--- config.mk ---
export PLATFORM = sky130hd
export DESIGN_NAME = sipo_deframer
export DESIGN_NICKNAME = d
export VERILOG_FILES = /design/src/rtl/sipo_deframer.sv
export SDC_FILE = /design/constraint.sdc
export NUM_CORES = 1
export LEC_CHECK = 0
export ABC_AREA = 1
export CORE_AREA = 3 3 40 42
export DETAILED_ROUTE_END_ITERATION = 16
export DIE_AREA = 0 0 43 45
export PLACE_DENSITY = 0.71
export SETUP_SLACK_MARGIN = 0.05
export SLEW_MARGIN = 30
export SYNTH_ARGS = -nofsm -noshare
export SYNTH_HDL_FRONTEND = slang
export SYNTH_SLANG_ARGS = --single-unit
--- constraint.sdc ---
create_clock -name clk -period 1.4 [get_ports clk]
set_input_delay 0.21 -clock clk [delete_from_list [all_inputs] [get_ports clk]]
set_output_delay 0.21 -clock clk [all_outputs]
set_load 0.03 [all_outputs]
--- src/rtl/sipo_deframer.sv ---
// Serial-in deframer: start bit, then WIDTH data bits MSB-first, into a one-word valid/ready holding register.
// Optional even-parity bit after the data bits when SIPO_DEFRAMER_PARITY_EN is defined.
module sipo_deframer #(
  parameter int WIDTH = 4
) (
  input  logic             clk,
  input  logic             rst_n,
  input  logic             serial_in,
  input  logic             shift_en,
  output logic [WIDTH-1:0] data_out,
  output logic             data_valid,
  input  logic             data_ready,
  output logic             busy,
  output logic             overrun
`ifdef SIPO_DEFRAMER_PARITY_EN
  ,
  output logic             parity_err
`endif
);

  localparam int CW = (WIDTH > 1) ? $clog2(WIDTH) : 1;
  localparam logic [CW-1:0] LAST = CW'(WIDTH - 1);

`ifdef SIPO_DEFRAMER_PARITY_EN
  typedef enum logic [1:0] {IDLE, DATA, PARITY} state_t;
`else
  typedef enum logic [1:0] {IDLE, DATA} state_t;
`endif

  state_t           state, nxt;
  logic [WIDTH-1:0] shift_reg, word;
  logic [CW-1:0]    cnt;
  logic             done, perr_now;
  logic             accept, load, drop;

  always_ff @(posedge clk or negedge rst_n) begin
    if (!rst_n) state <= IDLE;
    else        state <= nxt;
  end

  // done marks the edge where the frame's last bit is sampled; word is what would be stored then
  always_comb begin
    nxt      = state;
    done     = 1'b0;
    word     = shift_reg;
    perr_now = 1'b0;
    case (state)
      IDLE: if (shift_en && serial_in) nxt = DATA;
      DATA: if (shift_en && cnt == LAST) begin
`ifdef SIPO_DEFRAMER_PARITY_EN
        nxt = PARITY;
`else
        nxt  = IDLE;
        done = 1'b1;
        word = {shift_reg[WIDTH-2:0], serial_in};
`endif
      end
`ifdef SIPO_DEFRAMER_PARITY_EN
      PARITY: if (shift_en) begin
        nxt      = IDLE;
        done     = 1'b1;
        perr_now = ^{shift_reg, serial_in};
      end
`endif
      default: nxt = IDLE;
    endcase
  end

  assign accept = data_valid & data_ready;
  // a full holding register still takes the new word if it is being consumed on the same edge
  assign load   = done & (~data_valid | data_ready);
  assign drop   = done & ~load;
  assign busy   = (state != IDLE);

  always_ff @(posedge clk or negedge rst_n) begin
    if (!rst_n) begin
      shift_reg  <= '0;
      cnt        <= '0;
      data_out   <= '0;
      data_valid <= 1'b0;
      overrun    <= 1'b0;
    end else begin
      if (shift_en) begin
        if (state == IDLE && serial_in) begin
          cnt <= '0;
        end else if (state == DATA) begin
          shift_reg <= {shift_reg[WIDTH-2:0], serial_in};
          cnt       <= cnt + 1'b1;
        end
      end
      if (load) begin
        data_out   <= word;
        data_valid <= 1'b1;
      end else if (accept) begin
        data_valid <= 1'b0;
      end
      if (accept)    overrun <= 1'b0;
      else if (drop) overrun <= 1'b1;
    end
  end

`ifdef SIPO_DEFRAMER_PARITY_EN
  always_ff @(posedge clk or negedge rst_n) begin
    if (!rst_n)    parity_err <= 1'b0;
    else if (load) parity_err <= perr_now;
  end
`endif

endmodule

Yosys cells after proc, flatten, opt, wreduce, memory -nomap -nowiden
Index checks and enable logic that the tools add are counted.
{"block": "totals", "register_bits": 14}
{"block": "classes", "reduce_logical": 11, "bitwise_logic": 7, "eq_ne": 4, "add_sub_neg": 1, "muxes": 13}
{"op": "2-bit two-way mux", "n": 4}
{"op": "4-bit two-way mux", "n": 2}
{"op": "2-bit nonzero test", "n": 4}
{"op": "1-bit two-way mux", "n": 6}
{"op": "2-bit inequality test, second input constant", "n": 2}
{"op": "2-bit one-hot mux with 2 select lines", "n": 1}
{"op": "2-bit AND reduction", "n": 2}
{"op": "1-bit bitwise AND", "n": 3}
{"op": "1-bit logical AND", "n": 3}
{"op": "1-bit inverter", "n": 3}
{"op": "3-bit AND reduction", "n": 1}
{"op": "2-bit by 1-bit adder with 2-bit output, second input constant", "n": 1}
{"op": "2-bit by 1-bit == test with 1-bit output, second input constant", "n": 1}
{"op": "2-bit == test, second input constant", "n": 1}
{"op": "2-bit logical NOT", "n": 1}
{"op": "1-bit bitwise OR", "n": 1}

Logic depth before layout (Yosys ltp)
{"block": "depth", "ltp_word": 9, "mapped_depth": 6, "mapped_depth_nobuf": 6}

Worst setup path before layout
No wires, ideal clock.
{"block": "synth_timing", "kind": "reg-to-reg", "start": "register state[0]", "end": "register data_out[0]", "setup_slack_ns": 0.296, "setup_time_ns": 0.118, "required_ns": 1.282, "path_stages_with_launch": 6, "t_arrival_ns": 0.986, "cell_sequence": "dfrtp_1 -> nand2_4 -> nor2_8 -> nand2_4 -> nand2_1 -> nand2_1"}
{"block": "synth_via", "elab_chain_cells": 3}
{"element": "start, declared", "line": "30", "text": "state_t state, nxt;"}
{"element": "start signal, assigned", "line": "38", "text": "else state <= nxt;"}
{"element": "2-bit by 1-bit == test with 1-bit output (*)", "line": "47", "text": "case (state)"}
{"element": "1-bit two-way mux", "line": "47"}
{"element": "1-bit bitwise AND", "line": "71", "text": "assign load = done & (~data_valid | data_ready);"}
{"element": "end signal, assigned", "line": "92", "text": "data_out <= word;"}
{"element": "end, declared", "line": "10", "text": "output logic [WIDTH-1:0] data_out,"}
Every way passes the cells marked *; elsewhere a longest branch is shown, timed or not.
A chain may end at the register's enable or synchronous reset.

Final worst setup path
{"block": "layout_timing", "start": "register data_valid", "end": "output port data_valid"}
{"element": "start, declared", "line": "11", "text": "output logic data_valid,"}
{"element": "start signal, assigned", "line": "80", "text": "data_valid <= 1'b0;"}
{"element": "start signal, assigned", "line": "93", "text": "data_valid <= 1'b1;"}
{"element": "start signal, assigned", "line": "95", "text": "data_valid <= 1'b0;"}
No word-level cell between the ends.

==> qor.yml <==
global_routing:
  grt_pass1_vias: 353
  grt_pass1_wl_um: 1460
  gr-usage-all-layers: 0.103
  grt.overflow.total: 0
  grt_antenna_before_repair: 0
  grt_max_degree: 13
logic_synthesis:
  synth_warnings: 0
  ys_ff_latch: 12
  syn-instance-count: 58
  yosysTopAreaCell: "dfrtp_1"
  synthAdderAreaFrac: 0.0237
  yosys.area.top_type_share: 0.569
  avgSynthCellArea_um2: 9.10
  syn_nets: 64
  synthSimpleGateAreaFrac: 0.294
  syn_area_um2: 528
  synth_xor_area_frac: 0
  synth_cell_types: 12
  synth_compound_area_frac: 0.0498
  synth_top_family_by_area: "simple AND/OR/NAND/NOR gates"
  synth_area_leaders: "dfrtp_1, nand2_1, inv_1"
  yosysSeqAreaShare: 0.569
  synth.area.mux_share: 0
timing:
  max_clock_freq_ghz: 0.804
  setup-violations-final: 0
  worst_slew_pin_slew_ps: 305
  skew_ps: 1.12
  fin_crit_ps: 1240
  maxSlewViolCount: 0
  hold_violations: 0
  grt_setup_unrepaired: "false"
  holdWs_ps: 250
  slew_headroom: 0.798
  fin_ws_ps: 157
  fin_crit_sh: 0.888
  fin_tns_setup_ps: 0
place:
  dpl.cell_count: 86
  dpl_cell_area_um2: 672
  gp_congestion: 0.752
  pre_cts_ws_ps: 96.2
  dp_hpwl_um: 684
  io_buffers: 11
setup_path:
  worstPathRequired_ps: 1190
  slowest_delay_ps: 400
  cp-end-kind: "output pin"
  critPathSlowestCell: "dlygate4sd2_1"
  worstRegToRegCells: 6
  crit_fanout: 3
  path_delay_family: "buffers and inverters"
  r2r_start: "cnt[0]"
  path_class: "reg2out"
  r2r_slack_ps: 310
  startpoint_type: "flip-flop"
  worstReg2RegEnd: "data_out[2]"
  path_cells: "dlygate4sd2_1"
  path_buf_inv: 1
  critPathArrivalTime_ps: 1030
die:
  die_h_um: 45
  ios: 12
  dieArea_um2: 1940
  die_w_um: 43
  row_count: 13
  core_area_um2: 1280
  initial_core_util: 0.411
drt:
  antenna_left: 0
  wl_um: 858
  drt-initial-drc-count: 3
  wl_per_cell_um: 9.64
  vias: 406
  drc: 0
  dr.pass1.iters: 2
  vias_per_cell: 4.56
clock_tree:
  cts_tree: "done"
  clk_path_buf_depth: 2
  numCtsBuffers: 3
  root_buffer: "clkbuf_4"
  cts.repair.resized: 7
  cts_max_level: 1
  cts_sinks: 12
  post_cts_buffers: 0
  holdBufCountCts: 0
  clk_latency_ps: 260
  cts.clk_slew.worst_paths_ps: 70
cells_and_area:
  syn2layout_area_growth_pct: 29.9
  layout.nets: 82
  final_cell_mix: "nand2_1, dfrtp_1, inv_1"
  fin_area_um2: 686
  final_core_util: 0.534
  final_common_cell: "nand2_1"
  stdcell_count: 89
  largest_register_ff_count: 4
  fillCellCount: 128
  n_antenna_cell: 0
  drive_gt1_frac: 0.135
pwr:
  p_int_uw: 804
  powerDensity_nw_per_um2: 2010
  p_clk_frac: 0.142
  ir_worst_vdd_uv: 741
  seqPwrFrac: 0.422
  sw_frac_of_total: 0.417
  fin_total_pwr_mw: 1.38
  p_leak_nw: 0.398
  p_comb_frac: 0.436
  switchingPower_uw: 574
min_path:
  hold_class: "in2async"
outcome:
  status: "finished, final reports clean"
flow_run:
  cap_viol_max_count: 0
-- worst max path at each step --
| stage | cells past startpoint | end | startpoint |
|---|---|---|---|
| floorplan | 5 | data_out[0] | state[0] |
| global placement | 6 | data_out[2] | shift_en |
| detailed placement | 6 | data_out[2] | shift_en |
| CTS | 1 | data_valid | data_valid |
| global route | 1 | data_valid | data_valid |
| finish | 1 | data_valid | data_valid |
-- kinds of logic after synthesis --
logic type / count (synthesis)
buffers and inverters: 9
adder cells (fa/ha/maj): 1
flip-flops: 12
AO/OA/AOI/OAI: 5
AND/OR/NAND/NOR: 31
-- layer usage --
metal	up-vias	GRT usage	wire length [um]	share of wire
met5	-	0	0	0
met4	0	0.0723	5	0.0058
met3	2	0.0239	55	0.064
met2	10	0.156	381	0.44
met1	178	0.132	415	0.48
li1	216	-	-	-
-- cell type report --
class,count,area [um2],share of cell area
Timing Repair Buffer,13,116,0.170
Inverter,9,33.8,0.0493
Clock buffer,3,22.5,0.0328
Multi-Input combinational cell,37,194,0.283
Sequential cell,12,300,0.438
Tap cell,15,18.8,0.0274
-- synthesized netlist by cell type, drive strengths merged --
master,n
nand2,26
dfrtp,12
inv,9
nand3,4
o21ai,4
ha,1
nor2,1
o22ai,1
-- power groups by stage --
stage               logic (mW)  clock network [mW]  registers [mW]
global placement         0.656                   0           0.592
finish                   0.601               0.196           0.581
detailed placement       0.668                   0           0.588
CTS                      0.610               0.211           0.581
global route             0.662               0.218           0.607
floorplan                0.240                   0           0.752
(Power assumes the default switching activity.)
